`config.mk`:
```
export PLATFORM = sky130hd
export DESIGN_NAME = uart_tx_arbiter
export DESIGN_NICKNAME = d
export VERILOG_FILES = /design/src/rtl/uart_tx_arbiter.sv
export SDC_FILE = /design/constraint.sdc
export NUM_CORES = 1
export LEC_CHECK = 0
export BUFFER_PORTS_ARGS = -buffer_cell sky130_fd_sc_hd__buf_2
export CAP_MARGIN = 15
export CORE_ASPECT_RATIO = 0.5
export CORE_MARGIN = 2
export CORE_UTILIZATION = 55
export CTS_BUF_LIST = sky130_fd_sc_hd__clkbuf_8
export CTS_CLUSTER_SIZE = 20
export DETAILED_ROUTE_END_ITERATION = 8
export HOLD_SLACK_MARGIN = 0.03
export PLACE_DENSITY = 0.85
export SKIP_CTS_REPAIR_TIMING = 1
export SLEW_MARGIN = 20
export SYNTH_ARGS = -nofsm -noshare
export SYNTH_HDL_FRONTEND = slang
export SYNTH_SLANG_ARGS = --single-unit
```
`constraint.sdc`:
```
create_clock -name clk -period 2.95 [get_ports clk]
set_input_delay 0.1475 -clock clk [delete_from_list [all_inputs] [get_ports clk]]
set_output_delay 0.1475 -clock clk [all_outputs]
set_load 0.01 [all_outputs]
```
`src/rtl/uart_tx_arbiter.sv`:
```
// rtl/uart_tx_arbiter.sv - round-robin byte arbiter and burst sequencer for one shared UART transmitter
// Optional per-grant ID header byte: UART_TX_ARB_ID_HDR_EN
module uart_tx_arbiter #(
  parameter int N            = 4,
  parameter int BUSY_TIMEOUT = 3
) (
  input  logic           clk,
  input  logic           rst,
  input  logic [N-1:0]   req,
  input  logic [N-1:0]   last,
  input  logic [8*N-1:0] data,
  input  logic           pen_cfg,
  input  logic           peven_cfg,
  output logic [N-1:0]   ack,
  output logic [N-1:0]   grant,
  output logic           tx_en,
  output logic [7:0]     tx_din,
  output logic           tx_pen,
  output logic           tx_peven,
  input  logic           tx_busy,
  output logic           err
);

  localparam int IW = (N > 1) ? $clog2(N) : 1;
  localparam int CW = (BUSY_TIMEOUT > 1) ? $clog2(BUSY_TIMEOUT) : 1;

`ifdef UART_TX_ARB_ID_HDR_EN
  typedef enum logic [2:0] {IDLE, ISSUE, WAIT_BUSY, WAIT_DONE, HDR} state_t;
`else
  typedef enum logic [1:0] {IDLE, ISSUE, WAIT_BUSY, WAIT_DONE} state_t;
`endif

  state_t          state, state_n;
  logic [IW-1:0]   idx, idx_n;
  logic [IW-1:0]   lastg, lastg_n;
  logic [IW-1:0]   sel;
  logic            found;
  logic            last_r, last_n;
  logic [CW-1:0]   cnt, cnt_n;
  logic [N-1:0]    ack_n, grant_n;
  logic            tx_en_n, tx_pen_n, tx_peven_n, err_n;
  logic [7:0]      tx_din_n;
  logic            more;
`ifdef UART_TX_ARB_ID_HDR_EN
  logic            hdr_r, hdr_n;
`endif

  // first requesting index after the previous owner, wrapping
  always_comb begin
    sel   = '0;
    found = 1'b0;
    for (int k = 1; k <= N; k++) begin
      if (!found && req[(int'(lastg) + k) % N]) begin
        sel   = IW'((int'(lastg) + k) % N);
        found = 1'b1;
      end
    end
  end

  always_comb begin
    state_n    = state;
    idx_n      = idx;
    lastg_n    = lastg;
    last_n     = last_r;
    cnt_n      = cnt;
    grant_n    = grant;
    ack_n      = '0;
    tx_en_n    = 1'b0;
    tx_din_n   = tx_din;
    tx_pen_n   = tx_pen;
    tx_peven_n = tx_peven;
    err_n      = 1'b0;
    more       = !last_r && req[idx];
`ifdef UART_TX_ARB_ID_HDR_EN
    hdr_n      = hdr_r;
    more       = hdr_r || (!last_r && req[idx]);
`endif
    case (state)
      IDLE: begin
        if (|req) begin
          idx_n      = sel;
          grant_n    = N'(1) << sel;
          tx_pen_n   = pen_cfg;
          tx_peven_n = peven_cfg;
          tx_en_n    = 1'b1;
`ifdef UART_TX_ARB_ID_HDR_EN
          tx_din_n   = {5'b10100, 3'(sel)};
          hdr_n      = 1'b1;
          state_n    = HDR;
`else
          tx_din_n   = data[8*sel +: 8];
          ack_n      = N'(1) << sel;
          last_n     = last[sel];
          state_n    = ISSUE;
`endif
        end
      end
`ifdef UART_TX_ARB_ID_HDR_EN
      HDR: begin
        cnt_n   = '0;
        state_n = WAIT_BUSY;
      end
`endif
      ISSUE: begin
        cnt_n   = '0;
        state_n = WAIT_BUSY;
      end
      WAIT_BUSY: begin
        if (tx_busy) begin
          state_n = WAIT_DONE;
        end else if (cnt == CW'(BUSY_TIMEOUT - 1)) begin
          // acked byte is dropped, not retried
          err_n   = 1'b1;
          grant_n = '0;
          lastg_n = idx;
          state_n = IDLE;
`ifdef UART_TX_ARB_ID_HDR_EN
          hdr_n   = 1'b0;
`endif
        end else begin
          cnt_n = cnt + CW'(1);
        end
      end
      WAIT_DONE: begin
        if (!tx_busy) begin
          if (more) begin
            tx_din_n = data[8*idx +: 8];
            ack_n    = N'(1) << idx;
            last_n   = last[idx];
            tx_en_n  = 1'b1;
            state_n  = ISSUE;
`ifdef UART_TX_ARB_ID_HDR_EN
            hdr_n    = 1'b0;
`endif
          end else begin
            grant_n = '0;
            lastg_n = idx;
            state_n = IDLE;
          end
        end
      end
      default: state_n = IDLE;
    endcase
  end

  always_ff @(posedge clk) begin
    if (!rst) begin
      state    <= IDLE;
      idx      <= '0;
      lastg    <= IW'(N - 1);
      last_r   <= 1'b0;
      cnt      <= '0;
      grant    <= '0;
      ack      <= '0;
      tx_en    <= 1'b0;
      tx_din   <= '0;
      tx_pen   <= 1'b0;
      tx_peven <= 1'b0;
      err      <= 1'b0;
`ifdef UART_TX_ARB_ID_HDR_EN
      hdr_r    <= 1'b0;
`endif
    end else begin
      state    <= state_n;
      idx      <= idx_n;
      lastg    <= lastg_n;
      last_r   <= last_n;
      cnt      <= cnt_n;
      grant    <= grant_n;
      ack      <= ack_n;
      tx_en    <= tx_en_n;
      tx_din   <= tx_din_n;
      tx_pen   <= tx_pen_n;
      tx_peven <= tx_peven_n;
      err      <= err_n;
`ifdef UART_TX_ARB_ID_HDR_EN
      hdr_r    <= hdr_n;
`endif
    end
  end

endmodule

```
==> summary.txt, run 1 <==
Outcome - completed
Yosys warns - 0
Min Tclk post-route - 2340 ps
Final #Nets - 304
Share of cells above drive strength 1 - 31.5%
Mapped Avg Cell Area - 8.98 sq um
Dpl ws - 636 ps
Final instance area - 0.00214 sq mm
Antenna cell count - 0
Worst-path clk slew - 60 ps
Core Area - 0.00300 sq mm
Critical path class - register to register
Most frequent cells in the layout - 64 x buf_2, 29 x dfxtp_1, 24 x mux2i_1
WHS - 113 ps
Die H - 43.7 um
VDD IR max - 0.498 mV
Pwr Density - 869 mW/mm^2
DIE AREA - 0.00364 sq mm
First-pass GRT wire length - 7130 um
CP bufs+invs - 0
Leakage - 0.994 nW
Max-cap viol count - 0
Yosys cell types - 46
CP max-delay cell - mux4_2
Crit-path max FO - 12
Num rows - 14
Skew final - 4.46 ps
Most common cell after layout, fill and taps aside - buf_2
Hold Path Class - primary input to register
Worst Path Required - 3090 ps
Final core utilization - 71.3%
Mapped Nets - 243
Grt ovf - 0
Max Slew Vio Count - 0
Cell family with most CP delay - compound AO/OA/AOI/OAI gates
RSZ-0062 raised after global routing - no
ANT nets after route - 0
CTS tree - yes
Worst-Margin Slew - 504 ps
#FFs+latches synth - 29
Hold Violations, Final - 0
WL final - 4360 um
Via density - 5.89
Starting Density - 57.9%
CP Capture Type - register
Crit path launch type - register
Clock buffer depth - 2
Slew Limit Headroom - 66.1%
Number of global-route vias before repair - 1629
Placed cell areas - 0.00205 sq mm
Final period util - 79.5%
Largest net degree at the start of global routing - 19
Setup-failing EPs final - 0
Max Fclk - 0.427 GHz
HPWL Detailed - 3410 um
Drt wl/cell - 14.8 um
DRT iter0 DRCs - 92
Worst path arrival time - 2490 ps
Clk sinks - 29
Seq/Total Area, Yosys - 33.5%
Pre-antenna DRT Iters - 4
Area delta synth->final - 23.2%
Initial antenna violation count - 0
Netlist area before placement - 0.00173 sq mm
Die X - 83.4 um
Residual DRC - 0
H-tree Lvls - 2
Crit path cell chain - mux4_2 > nor2b_4 > a21oi_2 > or3_1 > o221ai_1
Overall global routing resource usage - 24.5%
Root Buffer - clkbuf_8
Final worst slack - 605 ps
Critical path's largest stage delay - 560 ps
Clk_lat worst skew - 280 ps
Setup_tns - 0 ps
PortBufs - 64
# IOs - 65
RePlAce Congestion - 0.937
Cells after Synth - 193
Num CTS Buffers - 5
Vias after detailed routing - 1732
-- cells by family (layout without fill, tap and decap cells) --
group                      count (synthesis)  in the layout  share of synthesized area, %
adders and majority gates                  5              5                          3.61
DFF                                       29             29                          33.5
muxes                                     26             26                          16.5
AOI/OAI and AO/OA                         41             41                          18.6
buffers and inverters                     20             81                          5.49
and+or+nand+nor                           72             72                          22.3
-- path summary, 6_finish.rpt --
kind                                           from                endpoint  slack (ps)  depth (start not counted)
worst max-delay path            idx[0]$_SDFFE_PN0P_  tx_din[7]$_SDFFE_PN0P_         610                          5
worst min-delay path                        pen_cfg     tx_pen$_SDFFE_PN0P_         110                          3
worst max register to register  idx[0]$_SDFFE_PN0P_  tx_din[7]$_SDFFE_PN0P_         610                          5
worst min register to register  cnt[0]$_SDFFE_PN0P_     cnt[0]$_SDFFE_PN0P_         470                          2
-- metal layers --
layer	vias to the layer above	GRT usage [%]	share of wire [%]	wire length (um)
met5	-	0	0	0
met4	0	8.20	1.6	70
met3	11	7.05	9.7	424
met2	87	42.1	46	2000
met1	797	30.5	43	1870
li1	837	-	-	-
-- tightest hold or removal path, stage by stage --
cell	delay, ps
buf_2	80
mux2i_1	50
nor2_1	70
-- power breakdown --
part	total [mW]	internal, mW	switching, mW	leakage [nW]
logic	0.914	0.399	0.515	0.708
clock network	0.317	0.181	0.136	0.0485
registers	0.625	0.523	0.102	0.238
total	1.86	1.10	0.753	0.994
-- area by class of cell --
class | count | area, sq um
Fill cell | 232 | 860
Sequential cell | 29 | 581
Timing Repair Buffer | 65 | 328
Clock buffer | 6 | 82.6
Clock inverter | 1 | 3.75
Multi-Input combinational cell | 144 | 1060
Tap cell | 40 | 50.0
Inverter | 9 | 33.8
-- flip-flops by register name (all words and copies together), names as in the netlist, 2 cells and up --
register	cells
tx_din	8
ack	4
grant	4
cnt	2
idx	2
lastg	2
state	2
-- metrics by stage --
step                std cells  total power [mW]
floorplan                 193              1.30
global placement          287              1.50
detailed placement        287              1.53
CTS                       294              1.85
global route              294              1.98
finish                    294              1.86
-- cells in the mapped netlist (all sizes together) --
library cell | instances | area share [%]
nand4b | 1 | 0.51
mux2i | 24 | 14
nand2b | 7 | 2.5
nand3b | 2 | 0.87
or3 | 3 | 1.1
nand3 | 13 | 3.8
nor4bb | 1 | 0.58
a21o | 1 | 0.43
a211oi | 2 | 0.87
o22ai | 3 | 1.4
nor3 | 5 | 1.4
or3b | 1 | 0.51
or2b | 1 | 0.43
or2 | 1 | 0.51
o221ai | 9 | 4.9
a21boi | 1 | 0.43
ha | 5 | 3.6
nor4 | 1 | 0.36
o211ai | 1 | 0.43
o311a | 1 | 0.58
a311oi | 2 | 1.0
buf | 6 | 2.4
nor2b | 3 | 1.5
and2 | 2 | 0.72
o21ai | 4 | 1.2
a21oi | 11 | 3.4
nand2 | 12 | 2.6
nor2 | 15 | 3.2
inv | 9 | 1.9
and3b | 1 | 0.51
nand4 | 2 | 0.72
a2111oi | 1 | 1.6
o31ai | 1 | 0.72
dfxtp | 29 | 34
mux4 | 2 | 2.6
a31oi | 3 | 1.1
nor3b | 1 | 0.43
o211a | 1 | 0.58
clkbuf | 5 | 1.2
No activity file was read; power rests on OpenSTA's default activity.
==> run 2, diff against run 1 <==
ABC_AREA = 1   (was not set)
CORE_UTILIZATION = 52   (was 55)
PLACE_DENSITY = 0.79   (was 0.85)
clock period = 2.2 ns   (was 2.95 ns; I/O delays follow)
==> run 2 against run 1 <==
Effect of this change: via count is 22% higher; utilization is 3.0 points lower; worst hold slack worse by 50 ps; combinational power grew to 3.3 times the previous value; routed wire length is 6.8% higher; first-iteration DRC count is 16% lower; highest routed layer unchanged.
==> summary.txt, run 2 <==
Crit path launch type - register
Num rows - 15
Most common cell after layout, fill and taps aside - nand2_1
DRT iter0 DRCs - 77
Area delta synth->final - 24.2%
Outcome - completed
Drt wl/cell - 11.4 um
Num CTS Buffers - 5
Cells after Synth - 293
Crit-path max FO - 17
Cells after DPL - 402
PortBufs - 64
Slew Limit Headroom - 56.9%
HP Start - pen_cfg
FF-to-FF path depth - 14
Final #Nets - 408
Overall global routing resource usage - 22.4%
H-tree Lvls - 2
Sw Share - 52.9%
Pre-antenna DRT Iters - 5
Largest register FFs - 8
CP Capture Type - register
Hold Violations, Final - 0
Residual DRC - 0
Die H - 46.8 um
Worst path arrival time - 2190 ps
WL final - 4660 um
First-pass GRT wire length - 7170 um
Main flop type after synthesis - dfxtp_1
Share of cells above drive strength 1 - 28.7%
Die X - 89.7 um
Flop pwr share - 19.5%
Asr flop ratio synth - 0%
Synth top cells by count - 85 x nand2_1, 45 x nand3_1, 29 x dfxtp_1
Largest regs - tx_din: 8 flops, ack: 4 flops, grant: 4 flops
Critical path class - register to register
Placed cell areas - 0.00226 sq mm
# IOs - 65
Dpl ws - 133 ps
Final worst slack - 216 ps
Worst-Margin Slew - 645 ps
VDD IR max - 0.841 mV
Antenna cell count - 0
Core Area - 0.00347 sq mm
Grt ovf - 0
Netlist area before placement - 0.00191 sq mm
Hold path endpoint - tx_pen$_SDFFE_PN0P_
Clk_lat worst skew - 280 ps
Worst-path clk slew - 60 ps
Cells on Worst Hold Path - 3
Synth top area cells - dfxtp_1 30%, nand2_1 17%, nand3_1 12%
Via density - 5.16
Top cell type's share of synthesized area - 30.4%
Psw - 2.27 mW
Clk network pwr share - 11.0%
Number of global-route vias before repair - 1668
Yosys warns - 0
Max-cap viol count - 0
Cell taking the most area after synthesis - dfxtp_1
Vias after detailed routing - 2117
Mapped Avg Cell Area - 6.52 sq um
Mapped Nets - 343
Reg2reg setup slack - 220 ps
Post-route insts no fill - 410
Top-count cell post-synth - nand2_1
Final period util - 90.2%
Number of synthesized flops with an enable pin - 0
Total Power - 4.29 mW
Pwr Density - 1810 mW/mm^2
Register with the most flip-flops - tx_din
P_int - 2.02 mW
ANT nets after route - 0
HPWL Detailed - 3770 um
Largest net degree at the start of global routing - 18
Setup-failing EPs final - 0
Leakage - 1.24 nW
Reg2reg end - tx_din[5]$_SDFFE_PN0P_
Setup_tns - 0 ps
#FFs+latches synth - 29
Clock buffer depth - 2
Skew final - 3.59 ps
Clk sinks - 29
Seq/Total Area, Yosys - 30.4%
Worst Path Required - 2410 ps
RSZ-0062 raised after global routing - no
Most frequent cells in the layout - 85 x nand2_1, 64 x buf_2, 45 x nand3_1
CTS tree - yes
Final instance area - 0.00237 sq mm
Max Fclk - 0.504 GHz
RR Startpoint - lastg[0]$_SDFFE_PN1P_
Combinational power share - 69.5%
Yosys cell types - 34
RePlAce Congestion - 0.939
Initial antenna violation count - 0
Min Tclk post-route - 1980 ps
Root Buffer - clkbuf_8
Starting Density - 55.0%
Max Slew Vio Count - 0
Hold Path Class - primary input to register
DIE AREA - 0.00420 sq mm
==> run 2: changes by cell type in the layout (fill, tap and decap cells not counted), moves of 5 or more <==
cell / previous run / this run
nand2_1: 12 / 85
nand3_1: 13 / 45
mux2i_1: 24 / 0
inv_1: 10 / 27
a21oi_1: 10 / 22
nand2_2: 0 / 8
o221ai_1: 8 / 0
nand2b_1: 7 / 0
o21ai_0: 4 / 9
==> run 2: layer usage <==
metal | wire (um) | GRT usage, %
met4 | 27 | 5.37
met1 | 2280 | 31.0
met3 | 368 | 5.10
met2 | 1980 | 36.3
met5 | 0 | 0
==> run 2: area by class of cell <==
| cell class | instances | area [sq um] |
|---|---|---|
| Inverter | 32 | 120 |
| Tap cell | 51 | 63.8 |
| Timing Repair Buffer | 67 | 343 |
| Multi-Input combinational cell | 223 | 1160 |
| Fill cell | 311 | 1100 |
| Clock buffer | 7 | 96.3 |
| Sequential cell | 29 | 583 |
| Clock inverter | 1 | 5.00 |
==> run 2: stage by stage <==
| stage | hold WS, ps | utilization (%) |
|---|---|---|
| after detailed placement | 353 | 65.0 |
| after global routing | 67.9 | 68.3 |
| after global placement | 341 | 65.0 |
| after CTS | 65.1 | 68.0 |
| after floorplan | 245 | - |
| final | 63.2 | 68.3 |
==> run 2: worst max path at each step <==
| stage | startpoint | end | slack [ps] |
|---|---|---|---|
| after floorplan | lastg[1]$_SDFFE_PN1P_ | tx_din[2]$_SDFFE_PN0P_ | 500 |
| after global placement | lastg[0]$_SDFFE_PN1P_ | tx_din[1]$_SDFFE_PN0P_ | 180 |
| after detailed placement | lastg[0]$_SDFFE_PN1P_ | tx_din[1]$_SDFFE_PN0P_ | 130 |
| after CTS | lastg[0]$_SDFFE_PN1P_ | tx_din[1]$_SDFFE_PN0P_ | 110 |
| after global routing | lastg[0]$_SDFFE_PN1P_ | tx_din[0]$_SDFFE_PN0P_ | 20 |
| final | lastg[0]$_SDFFE_PN1P_ | tx_din[5]$_SDFFE_PN0P_ | 220 |
==> run 2: power by group through the flow <==
stage,Combinational (mW),Sequential [mW],Clock (mW)
detailed placement,2.91,0.844,0
floorplan,2.33,0.872,0
global route,3.36,0.860,0.505
global placement,2.83,0.837,0
CTS,2.92,0.834,0.480
finish,2.98,0.837,0.472
==> run 2: cells by family after synthesis <==
family          count (synthesis)  share of synthesized area, %
compound gates                 51                          15.9
simple gates                  167                          41.2
buf+inv                        41                          9.30
flops                          29                          30.4
fa+ha+maj                       5                          3.28
==> run 2: critical path, stage by stage, from the launching register on <==
cell,delay (ps)
dfxtp_2,390
inv_2,100
nand2_1,80
nand2_1,70
nand2_1,100
nand2_2,80
nor2_4,140
nand2_2,70
nand3_2,140
nand3_4,220
nand2_8,180
nand2_1,90
nand3_1,90
nand2_1,60
a21oi_1,100
==> run 3, diff against run 2 <==
BUFFER_PORTS_ARGS = -buffer_cell sky130_fd_sc_hd__buf_4   (was -buffer_cell sky130_fd_sc_hd__buf_2)
==> run 3 against run 2 <==
Effect of this change: clock-buffer cell count is 1 lower; largest cell class unchanged; highest routed layer unchanged; via count is 1.9% higher; non-clock buffer count is 4 higher; design area is 8.8% higher; utilization is 6.0 points higher; fmax is 0.43% lower; global-route usage is 2.8 points higher; die area stayed put; sequential share of layout area is 1.9 points lower; combinational power is 9.7% higher; first-iteration DRC count is 22% higher; clock skew is 2.8 ps higher.
==> summary.txt, run 3 (same netlist as run 2, synthesis figures left out) <==
RePlAce Congestion - 0.944
Number of global-route vias before repair - 1873
DRT iter0 DRCs - 94
Psw - 2.36 mW
# IOs - 65
Min Tclk post-route - 1990 ps
Share of cells above drive strength 1 - 29.2%
Num CTS Buffers - 5
Setup-failing EPs final - 0
Worst Path Required - 2410 ps
Clk_lat worst skew - 280 ps
Root Buffer - clkbuf_8
Crit path launch type - register
Fill cell count - 283
Hold Path Class - primary input to register
Largest register FFs - 8
RSZ-0062 raised after global routing - no
Grt ovf - 0
Residual DRC - 0
Worst-Margin Slew - 690 ps
DIE AREA - 0.00420 sq mm
HPWL Detailed - 3830 um
Clock buffer depth - 2
Largest regs - tx_din: 8 flops, ack: 4 flops, grant: 4 flops
FF-to-FF path depth - 16
Max Fclk - 0.502 GHz
Starting Density - 55.0%
Setup_tns - 0 ps
P_int - 2.32 mW
Skew final - 6.41 ps
Max layer used - met4
Register with the most flip-flops - tx_din
Num rows - 15
Vias after detailed routing - 2158
Crit-path max FO - 9
CTS tree - yes
Die X - 89.7 um
Area delta synth->final - 35.1%
PortBufs - 64
Clk network pwr share - 12.0%
Combinational power share - 69.8%
Die H - 46.8 um
Antenna cell count - 0
Sw Share - 50.5%
Flop pwr share - 18.2%
Cells on Worst Hold Path - 3
CP Capture Type - register
Worst path arrival time - 2200 ps
Via density - 5.21
Met3 WL - 384 um
Pwr Density - 1820 mW/mm^2
Drt wl/cell - 12.2 um
Met1 wire length - 2360 um
WL final - 5030 um
Max Slew Vio Count - 0
First-pass GRT wire length - 8010 um
Outcome - completed
Final period util - 90.6%
Leakage - 1.31 nW
Max-cap viol count - 0
Clk sinks - 29
WL met2 - 2240 um
Slew Limit Headroom - 53.9%
Pre-antenna DRT Iters - 5
Final #Nets - 412
Most common cell after layout, fill and taps aside - nand2_1
Total Power - 4.68 mW
Largest net degree at the start of global routing - 18
Hold Violations, Final - 0
Worst-path clk slew - 60 ps
ANT nets after route - 0
Critical path class - register to register
Initial antenna violation count - 0
Overall global routing resource usage - 25.2%
H-tree Lvls - 2
Most frequent cells in the layout - 85 x nand2_1, 71 x buf_4, 45 x nand3_1
VDD IR max - 0.902 mV
Core Area - 0.00347 sq mm
run 3: layout make-up:
class	instances	area, sq um	share of cell area [%]
clock buffer	6	82.6	3.20
clock inverter	2	33.8	1.31
inverter	32	120	4.66
multi-input combinational	223	1160	45.0
sequential	29	586	22.7
tap	51	63.8	2.47
timing repair buffer	71	533	20.7
run 3: routing by layer:
layer  vias up  GRT usage [%]
met5         -              0
met4         0           8.06
met3         7           5.27
met2        86           41.2
met1       961           34.1
li1       1104              -
run 3: path summary, 6_finish.rpt:
check | slack, ps | startpoint | endpoint
worst max-delay path | 210 | lastg[0]$_SDFFE_PN1P_ | tx_din[1]$_SDFFE_PN0P_
worst min-delay path | 60 | peven_cfg | tx_peven$_SDFFE_PN0P_
worst max register to register | 210 | lastg[0]$_SDFFE_PN1P_ | tx_din[1]$_SDFFE_PN0P_
worst min register to register | 470 | cnt[1]$_SDFFE_PN0P_ | cnt[1]$_SDFFE_PN0P_
run 3: metrics by stage:
step	cells	hold WS (ps)	worst slack [ps]	util [%]	instance area, sq um
3_3_place_gp	402	339	156	69.7	2420
4_1_cts	410	54.2	44.8	73.0	2530
2_1_floorplan	293	245	504	-	1910
3_5_place_dp	402	348	71.1	69.7	2420
6_report	414	56.2	207	74.3	2580
5_1_grt	414	88.9	19.3	74.3	2580
run 3: power by group through the flow:
stage	sequential (mW)	clock, mW	combinational, mW
3_3_place_gp	0.842	0	2.94
6_report	0.851	0.562	3.27
5_1_grt	0.872	0.603	3.67
2_1_floorplan	0.872	0	2.33
3_5_place_dp	0.854	0	3.01
4_1_cts	0.842	0.569	3.04
run 3: worst max-delay path: stages, from the launching register on:
cell,delay [ps]
dfxtp_4,370
buf_4,160
nand2_1,50
nand2_1,80
nand2_2,110
nand2_4,70
nor2_4,100
nand2_2,80
nor2_1,90
nand2_1,80
nand2_2,140
nand2_1,110
nand2_4,130
inv_2,90
nand3_1,90
nand2_1,70
a21oi_1,110
